--- config.mk ---
export PLATFORM = sky130hd
export DESIGN_NAME = mi_arbiter
export DESIGN_NICKNAME = d
export VERILOG_FILES = /design/src/rtl/mi_pkg.sv /design/src/rtl/mi_arb_prio.sv /design/src/rtl/mi_arbiter.sv
export SDC_FILE = /design/constraint.sdc
export NUM_CORES = 1
export LEC_CHECK = 0
export BUFFER_PORTS_ARGS = -buffer_cell sky130_fd_sc_hd__buf_2
export CAP_MARGIN = 20
export CORE_AREA = 2 2 124 126
export DETAILED_ROUTE_END_ITERATION = 8
export DIE_AREA = 0 0 126 128
export GPL_ROUTABILITY_DRIVEN = 0
export SYNTH_ARGS = -nofsm -noshare
export SYNTH_HDL_FRONTEND = slang
export SYNTH_SLANG_ARGS = --single-unit
--- constraint.sdc ---
create_clock -name clk_4x_s -period 1.9 [get_ports clk_4x_s]
set_input_delay 0.38 -clock clk_4x_s [delete_from_list [all_inputs] [get_ports clk_4x_s]]
set_output_delay 0.38 -clock clk_4x_s [all_outputs]
set_load 0.02 [all_outputs]
--- src/rtl/mi_pkg.sv ---
// Shared types and defaults for the memory-interface arbiter.
package mi_pkg;

  localparam int MI_AW = 24;
  localparam int MI_LW = 7;

  typedef enum logic [1:0] {
    ST_IDLE = 2'd0,
    ST_CMD  = 2'd1,
    ST_DATA = 2'd2
  } mi_state_e;

  // Port 1 has fixed priority unless port 0 has waited out its starvation budget.
  function automatic logic pick_winner(input logic force0, input logic v0, input logic v1);
    if (force0 && v0) begin
      return 1'b0;
    end
    return v1;
  endfunction

endpackage

--- src/rtl/mi_arb_prio.sv ---
// Winner selection between the two requesters plus the port-0 starvation counter.
module mi_arb_prio
  import mi_pkg::*;
#(
  parameter int MAX_WAIT = 64
) (
  input  logic clk_4x_s,
  input  logic rst,
  input  logic m0_valid,
  input  logic m1_valid,
  input  logic idle,
  input  logic owner,
  output logic winner,
  output logic grant
);

  localparam int WW = $clog2(MAX_WAIT + 1);
  localparam logic [WW-1:0] WAIT_MAX = WW'(MAX_WAIT);

  logic [WW-1:0] wait0;
  logic          force0;
  logic          wait0_inc;

  // Arbitration is only meaningful while the FSM is idle; grant is the accept strobe.
  always_comb begin
    force0    = (wait0 == WAIT_MAX);
    grant     = idle & (m0_valid | m1_valid);
    winner    = pick_winner(force0, m0_valid, m1_valid);
    wait0_inc = m0_valid & (owner | ~idle);
  end

  // Count cycles port 0 is kept waiting; a port-0 grant clears it, saturation forces it next.
  always_ff @(posedge clk_4x_s) begin
    if (rst) begin
      wait0 <= '0;
    end else if (grant && (winner == 1'b0)) begin
      wait0 <= '0;
    end else if (wait0_inc && (wait0 != WAIT_MAX)) begin
      wait0 <= wait0 + WW'(1);
    end
  end

endmodule

--- src/rtl/mi_arbiter.sv ---
// Two-port arbiter sharing one PSRAM mi_* port; grant is locked for the whole burst.
//
// state   | meaning
// --------+-------------------------------------------------------------
// IDLE    | arbitrate between m0/m1, register owner on a grant
// CMD     | mi_valid held, command muxed from owner, wait for mi_ready
// DATA    | beats routed to owner until last read or last write beat
module mi_arbiter
  import mi_pkg::*;
#(
  parameter int AW       = MI_AW,
  parameter int LW       = MI_LW,
  parameter int MAX_WAIT = 64
) (
  input  logic          clk_4x_s,
  input  logic          rst,
  // port 0 (cache)
  input  logic [AW-1:0] m0_addr,
  input  logic [LW-1:0] m0_len,
  input  logic          m0_rw,
  input  logic          m0_valid,
  output logic          m0_ready,
  input  logic [31:0]   m0_wdata,
  input  logic [3:0]    m0_wmsk,
  output logic          m0_wack,
  output logic          m0_wlast,
  output logic [31:0]   m0_rdata,
  output logic          m0_rstb,
  output logic          m0_rlast,
  // port 1 (streaming DMA)
  input  logic [AW-1:0] m1_addr,
  input  logic [LW-1:0] m1_len,
  input  logic          m1_rw,
  input  logic          m1_valid,
  output logic          m1_ready,
  input  logic [31:0]   m1_wdata,
  input  logic [3:0]    m1_wmsk,
  output logic          m1_wack,
  output logic          m1_wlast,
  output logic [31:0]   m1_rdata,
  output logic          m1_rstb,
  output logic          m1_rlast,
  // controller side
  output logic [AW-1:0] mi_addr,
  output logic [LW-1:0] mi_len,
  output logic          mi_rw,
  output logic          mi_valid,
  input  logic          mi_ready,
  output logic [31:0]   mi_wdata,
  output logic [3:0]    mi_wmsk,
  input  logic          mi_wack,
  input  logic          mi_wlast,
  input  logic [31:0]   mi_rdata,
  input  logic          mi_rstb,
  input  logic          mi_rlast,
  // status
  output logic          busy,
  output logic          owner
);

  mi_state_e state_q;
  mi_state_e state_d;
  logic      owner_q;
  logic      winner;
  logic      grant;
  logic      burst_end;

  mi_arb_prio #(
    .MAX_WAIT(MAX_WAIT)
  ) u_prio (
    .clk_4x_s(clk_4x_s),
    .rst     (rst),
    .m0_valid(m0_valid),
    .m1_valid(m1_valid),
    .idle    (state_q == ST_IDLE),
    .owner   (owner_q),
    .winner  (winner),
    .grant   (grant)
  );

  // The burst length field is never interpreted; only last-beat strobes end a burst.
  assign burst_end = (mi_rstb & mi_rlast) | (mi_wack & mi_wlast);

  // State and owner registers; owner keeps the last grantee once the burst ends.
  always_ff @(posedge clk_4x_s) begin
    if (rst) begin
      state_q <= ST_IDLE;
      owner_q <= 1'b0;
    end else begin
      state_q <= state_d;
      if (grant) begin
        owner_q <= winner;
      end
    end
  end

  // Next-state: one cycle to grant, hold CMD until accepted, DATA until last beat.
  always_comb begin
    state_d = state_q;
    case (state_q)
      ST_IDLE: if (grant)     state_d = ST_CMD;
      ST_CMD:  if (mi_ready)  state_d = ST_DATA;
      ST_DATA: if (burst_end) state_d = ST_IDLE;
      default:                state_d = ST_IDLE;
    endcase
  end

  // Command/data muxes follow owner; handshakes reach only the owning port.
  always_comb begin
    mi_addr  = owner_q ? m1_addr  : m0_addr;
    mi_len   = owner_q ? m1_len   : m0_len;
    mi_rw    = owner_q ? m1_rw    : m0_rw;
    mi_wdata = owner_q ? m1_wdata : m0_wdata;
    mi_wmsk  = owner_q ? m1_wmsk  : m0_wmsk;
    mi_valid = 1'b0;
    m0_ready = 1'b0;
    m1_ready = 1'b0;
    m0_wack  = 1'b0;
    m1_wack  = 1'b0;
    m0_wlast = 1'b0;
    m1_wlast = 1'b0;
    m0_rstb  = 1'b0;
    m1_rstb  = 1'b0;
    m0_rlast = 1'b0;
    m1_rlast = 1'b0;
    case (state_q)
      ST_CMD: begin
        mi_valid = 1'b1;
        m0_ready = mi_ready & ~owner_q;
        m1_ready = mi_ready &  owner_q;
      end
      ST_DATA: begin
        m0_rstb  = mi_rstb  & ~owner_q;
        m1_rstb  = mi_rstb  &  owner_q;
        m0_rlast = mi_rlast & ~owner_q;
        m1_rlast = mi_rlast &  owner_q;
        m0_wack  = mi_wack  & ~owner_q;
        m1_wack  = mi_wack  &  owner_q;
        m0_wlast = mi_wlast & ~owner_q;
        m1_wlast = mi_wlast &  owner_q;
      end
      default: begin
      end
    endcase
  end

  // Read data is broadcast; the strobes above say who should take it.
  assign m0_rdata = mi_rdata;
  assign m1_rdata = mi_rdata;

  assign busy  = (state_q != ST_IDLE);
  assign owner = owner_q;

endmodule

Yosys cells after proc, flatten, opt, wreduce, memory -nomap -nowiden
Index checks and enable logic that the tools add are counted.
- memory bits (read-only): 0
- input port bits: 177
- logic and storage cells: 61
- register bits: 10
- latch bits: 0
- memories kept: 0
- bits in writable memories: 0
- output and inout bits: 145
- reductions and logical operators: 7
- magnitude comparators: 0
- multiplexer cells: 23
- equality and inequality tests: 7
- multiply operators: 0
- $add $sub $neg: 1
- shift-type cells: 0
- bitwise operators: 20
- divide/modulo/power cells: 0
- operators by type and width (cell ; number):
    $mux W32 ; 1
    $mux W24 ; 1
    $mux W1 ; 15
    $and A1 B1 Y1 ; 14
    $add A7 B1 Y7 const B ; 1
    $eq A7 B7 Y1 const B ; 1
    $mux W7 ; 1
    $ne A7 B7 Y1 const B ; 1
    $mux W2 ; 3
    $ne A2 B2 Y1 const B ; 3
    $pmux W2 S3 ; 1
    $mux W4 ; 1
    $logic_and A1 B1 Y1 ; 3
    $not A1 Y1 ; 3
    $or A1 B1 Y1 ; 3
    $reduce_and A3 Y1 ; 1
    $eq A2 B1 Y1 const B ; 1
    $eq A2 B2 Y1 const B ; 1
    $logic_not A2 Y1 ; 1
    $reduce_bool A2 Y1 ; 1
    $reduce_or A2 Y1 ; 1

Logic depth before layout (Yosys ltp)
- depth in word-level cells: 7
- gate-level depth with buffers: 6
- gate-level depth less buffers: 6

By module
A second synthesis with hierarchy kept.
- cells, all modules: 212
- area total of the unflattened synthesis: 1934.4 um2
- by module, submodules not included (module ; sequential area each (um2) ; cells each ; area each (um2) ; instances):
    mi_arbiter ; 60.1 ; 166 ; 1527.7 ; 1
    mi_arb_prio ; 140.1 ; 46 ; 406.6 ; 1

Worst setup path before layout
No wires, ideal clock.
- path kind: register -> output
- from: register owner_q (netlist: owner)
- to: output port mi_addr[10]
- path slack: 187 ps
- arrival: 1333 ps
- required time: 1520 ps
- buffers on the path: 2
- stages on the path, launching flop included: 4
- cell sequence: dfxtp_1 -> buf_2 -> buf_2 -> mux2_2
- longest elaborated chain between the ends: 1
- ends and longest elaborated chain (what ; line ; RTL):
    start: declaration ; mi_arbiter.sv:63 ; logic owner_q;
    start signal: assignment ; mi_arbiter.sv:92 ; owner_q <= winner;
    $mux W24 ; mi_arbiter.sv:110 ; mi_addr = owner_q ? m1_addr : m0_addr;
    end: declaration ; mi_arbiter.sv:44 ; output logic [AW-1:0] mi_addr,
No other way between the ends.

Final worst setup path
- from: register owner_q (netlist: owner)
- to: output port mi_addr[23]
Same word-level chain as after synthesis.

==> impl_metrics.json <==
{
  "tightest_slew_ns": 0.426,
  "grt_pass1_vias": 2085,
  "postPlaceCellArea_um2": 2790,
  "start_util_pct": 12.7,
  "hp-start": "rst",
  "worstReg2RegStart": "u_prio.wait0[1]$_SDFFE_PP0P_",
  "drt_first_pass_iters": 4,
  "cts_hold_repair.buffers": 0,
  "final_period_util_pct": 96.2,
  "finalSetupViolations": 0,
  "largest_net_degree_at_the_start_of_global_routing": 34,
  "setup_total_negative_slack_ns": 0,
  "cts-buffers-inserted": 3,
  "remaining_drc_errors": 0,
  "cts_tree": "built",
  "global_route_wire_length_before_repair_mm": 12.3,
  "clkSlewWorstSetupHoldPaths_ns": 0.04,
  "setup_repair_after_global_routing_missed_its_margin": "no",
  "grt_usage_pct": 10.1,
  "placementRows": 45,
  "worst_setup_path_start_kind": "flip-flop",
  "fillCellCount": 1727,
  "worst_skew_pair.late_latency_ns": 0.24,
  "cts.htree.levels": 1,
  "viasPerCell": 3.67,
  "dr_total_vias": 2090,
  "final_core_util_pct": 19.7,
  "timing_hold_violations_final": 0,
  "static-leakage-power_nw": 1.51,
  "die_w_um": 126,
  "timing.max_slew.rel_slack_pct": 71.4,
  "placedCellCount": 557,
  "status": "complete, no violations",
  "synthesis.area_um2": 1890,
  "postSynthCellCount": 210,
  "timing.critical_path.to_type": "output pin",
  "clock-sinks": 10,
  "power_density_nw_per_um2": 526,
  "worstSetupStartpoint": "owner$_SDFFE_PP0P_",
  "fin_skew_ns": 0.00524,
  "synthesis.area_per_instance_um2": 9.01,
  "critPathKind": "flip-flop to output pin",
  "wirelength_mm": 9.13,
  "ys_ff_latch": 10,
  "ctsRootBufferMaster": "clkbuf_16",
  "total_power_mw": 1.54,
  "dpl.hpwl_mm": 8.27,
  "sequential_fraction_of_the_synthesis_area_pct": 10.6,
  "maximum_ir_drop_on_the_vdd_rail_v": 0.000198,
  "finalNonFillerCells": 569,
  "hold_path.class": "input port to flip-flop",
  "timing.final.max_slew_violations": 0,
  "global_route.overflow_total": 0,
  "chipHeight_um": 128,
  "crit_required_ns": 1.52,
  "synth-warning-count": 0,
  "route.antenna.remaining_nets": 0,
  "drt_iter0_markers": 40,
  "arrival_ns": 1.45,
  "core-area_um2": 14900,
  "period_minus_slack_ns": 1.83,
  "ioPinCount": 322,
  "max_cap_viol_count": 0,
  "netlist-cell-type-count": 31,
  "numPortBuffers": 225,
  "layout-drive-gt1-share_pct": 83.7,
  "grt_antenna_before_repair": 7,
  "clock_tree.buffer_depth": 2,
  "dieArea_um2": 16100,
  "post_drt_wl_per_cell_um": 16.0,
  "design_area_um2": 2930,
  "max_fclk_mhz": 547,
  "finalNetCount": 560,
  "area_added_between_synthesis_and_finish_pct": 54.9,
  "syn-num-nets": 389,
  "critPathMaxFanout": 33
}
final cells by class:
class                      instances  area [um^2]  area share [%]
antenna                            1         2.50          0.0854
tap                              188          235            8.03
clock buffer                       4         78.8            2.69
sequential                        10          204            6.96
multi-input combinational        124         1160            39.5
inverter                           4         15.0           0.512
timing repair buffer             238         1240            42.2
power by group:
part / leakage (nW) / switching [mW] / internal [mW] / total [mW]
Combinational: 1.39 / 0.482 / 0.437 / 0.919
Sequential: 0.0820 / 0.0190 / 0.221 / 0.240
Clock: 0.0382 / 0.101 / 0.281 / 0.382
worst paths after layout:
kind                                  end  slack [ns]  depth (start not counted)
max                           mi_addr[23]        0.07                          3
min               state_q[1]$_SDFFE_PP0P_        0.36                          2
max reg2reg  u_prio.wait0[5]$_SDFFE_PP0P_        0.29                          6
min reg2reg  u_prio.wait0[6]$_SDFFE_PP0P_        0.52                          2
layout by cell type, fill, tap and decap left out, drive strengths merged:
| cell type | n |
|---|---|
| a2111oi | 1 |
| a211oi | 1 |
| a21boi | 1 |
| a21oi | 5 |
| a22oi | 1 |
| a31oi | 1 |
| and2 | 1 |
| and3 | 9 |
| buf | 238 |
| clkbuf | 4 |
| dfxtp | 10 |
| diode | 1 |
| ha | 2 |
| inv | 4 |
| mux2 | 68 |
| mux2i | 2 |
| nand2 | 3 |
| nand3 | 1 |
| nand4 | 3 |
| nor2 | 11 |
| nor2b | 2 |
| nor3 | 1 |
| nor4 | 2 |
| o21ai | 1 |
| o21bai | 1 |
| o311ai | 1 |
| o31ai | 1 |
| xnor2 | 5 |
metal layers:
layer / share of wire, % / wire length [um] / global-route usage, %
met1: 33 / 3050 / 10.7
met2: 49 / 4430 / 16.7
met3: 15 / 1400 / 6.84
met4: 2.1 / 191 / 2.33
met5: 0.69 / 63 / 0
registers in the layout (all words and copies together) (netlist names):
name,flops
u_prio.wait0,7
state_q,2
owner,1
critical path, stage by stage (launching register included):
cell	delay [ns]
dfxtp_4	0.44
buf_12	0.23
mux2_2	0.36
buf_2	0.16
through the flow:
stage	hold slack, ns	setup slack (ns)
6_report	0.358	0.0722
5_1_grt	0.367	0.0224
4_1_cts	0.360	0.0134
3_5_place_dp	0.507	0.275
3_3_place_gp	0.501	0.263
2_1_floorplan	0.449	0.187
kinds of logic after synthesis:
kind of cell,Yosys count,share of synthesized area (%)
mux,70,41.5
xor+xnor,5,2.31
fa+ha+maj,2,1.32
compound gates,14,5.82
flops,10,10.6
simple gates,33,10.1
buf+inv,76,28.3
what timing repair did:
| item | CTS | global route |
|---|---|---|
| resized for setup | 0 | 1 |
| endpoints found under the setup margin | 0 | 49 |
| buffers inserted | 0 | 7 |
Yosys cell counts (all sizes together):
master	number	area [um^2]
nor4	2	33.8
inv	4	15.0
mux2i	2	20.0
nor2b	2	12.5
o31ai	1	7.51
xnor2	5	43.8
nand3	1	5.00
nor3	1	5.00
dfxtp	10	200
a31oi	1	6.26
o21bai	1	18.8
mux2	68	766
a21oi	5	28.8
o21ai	1	5.00
a22oi	1	7.51
nand2	3	11.3
and2	1	6.26
buf	72	521
a21boi	1	11.3
o311ai	1	8.76
nand4	3	18.8
nor2	11	41.3
and3	9	57.6
ha	2	25.0
a211oi	1	7.51
a2111oi	1	8.76
Power figures use the tool's default switching activity.
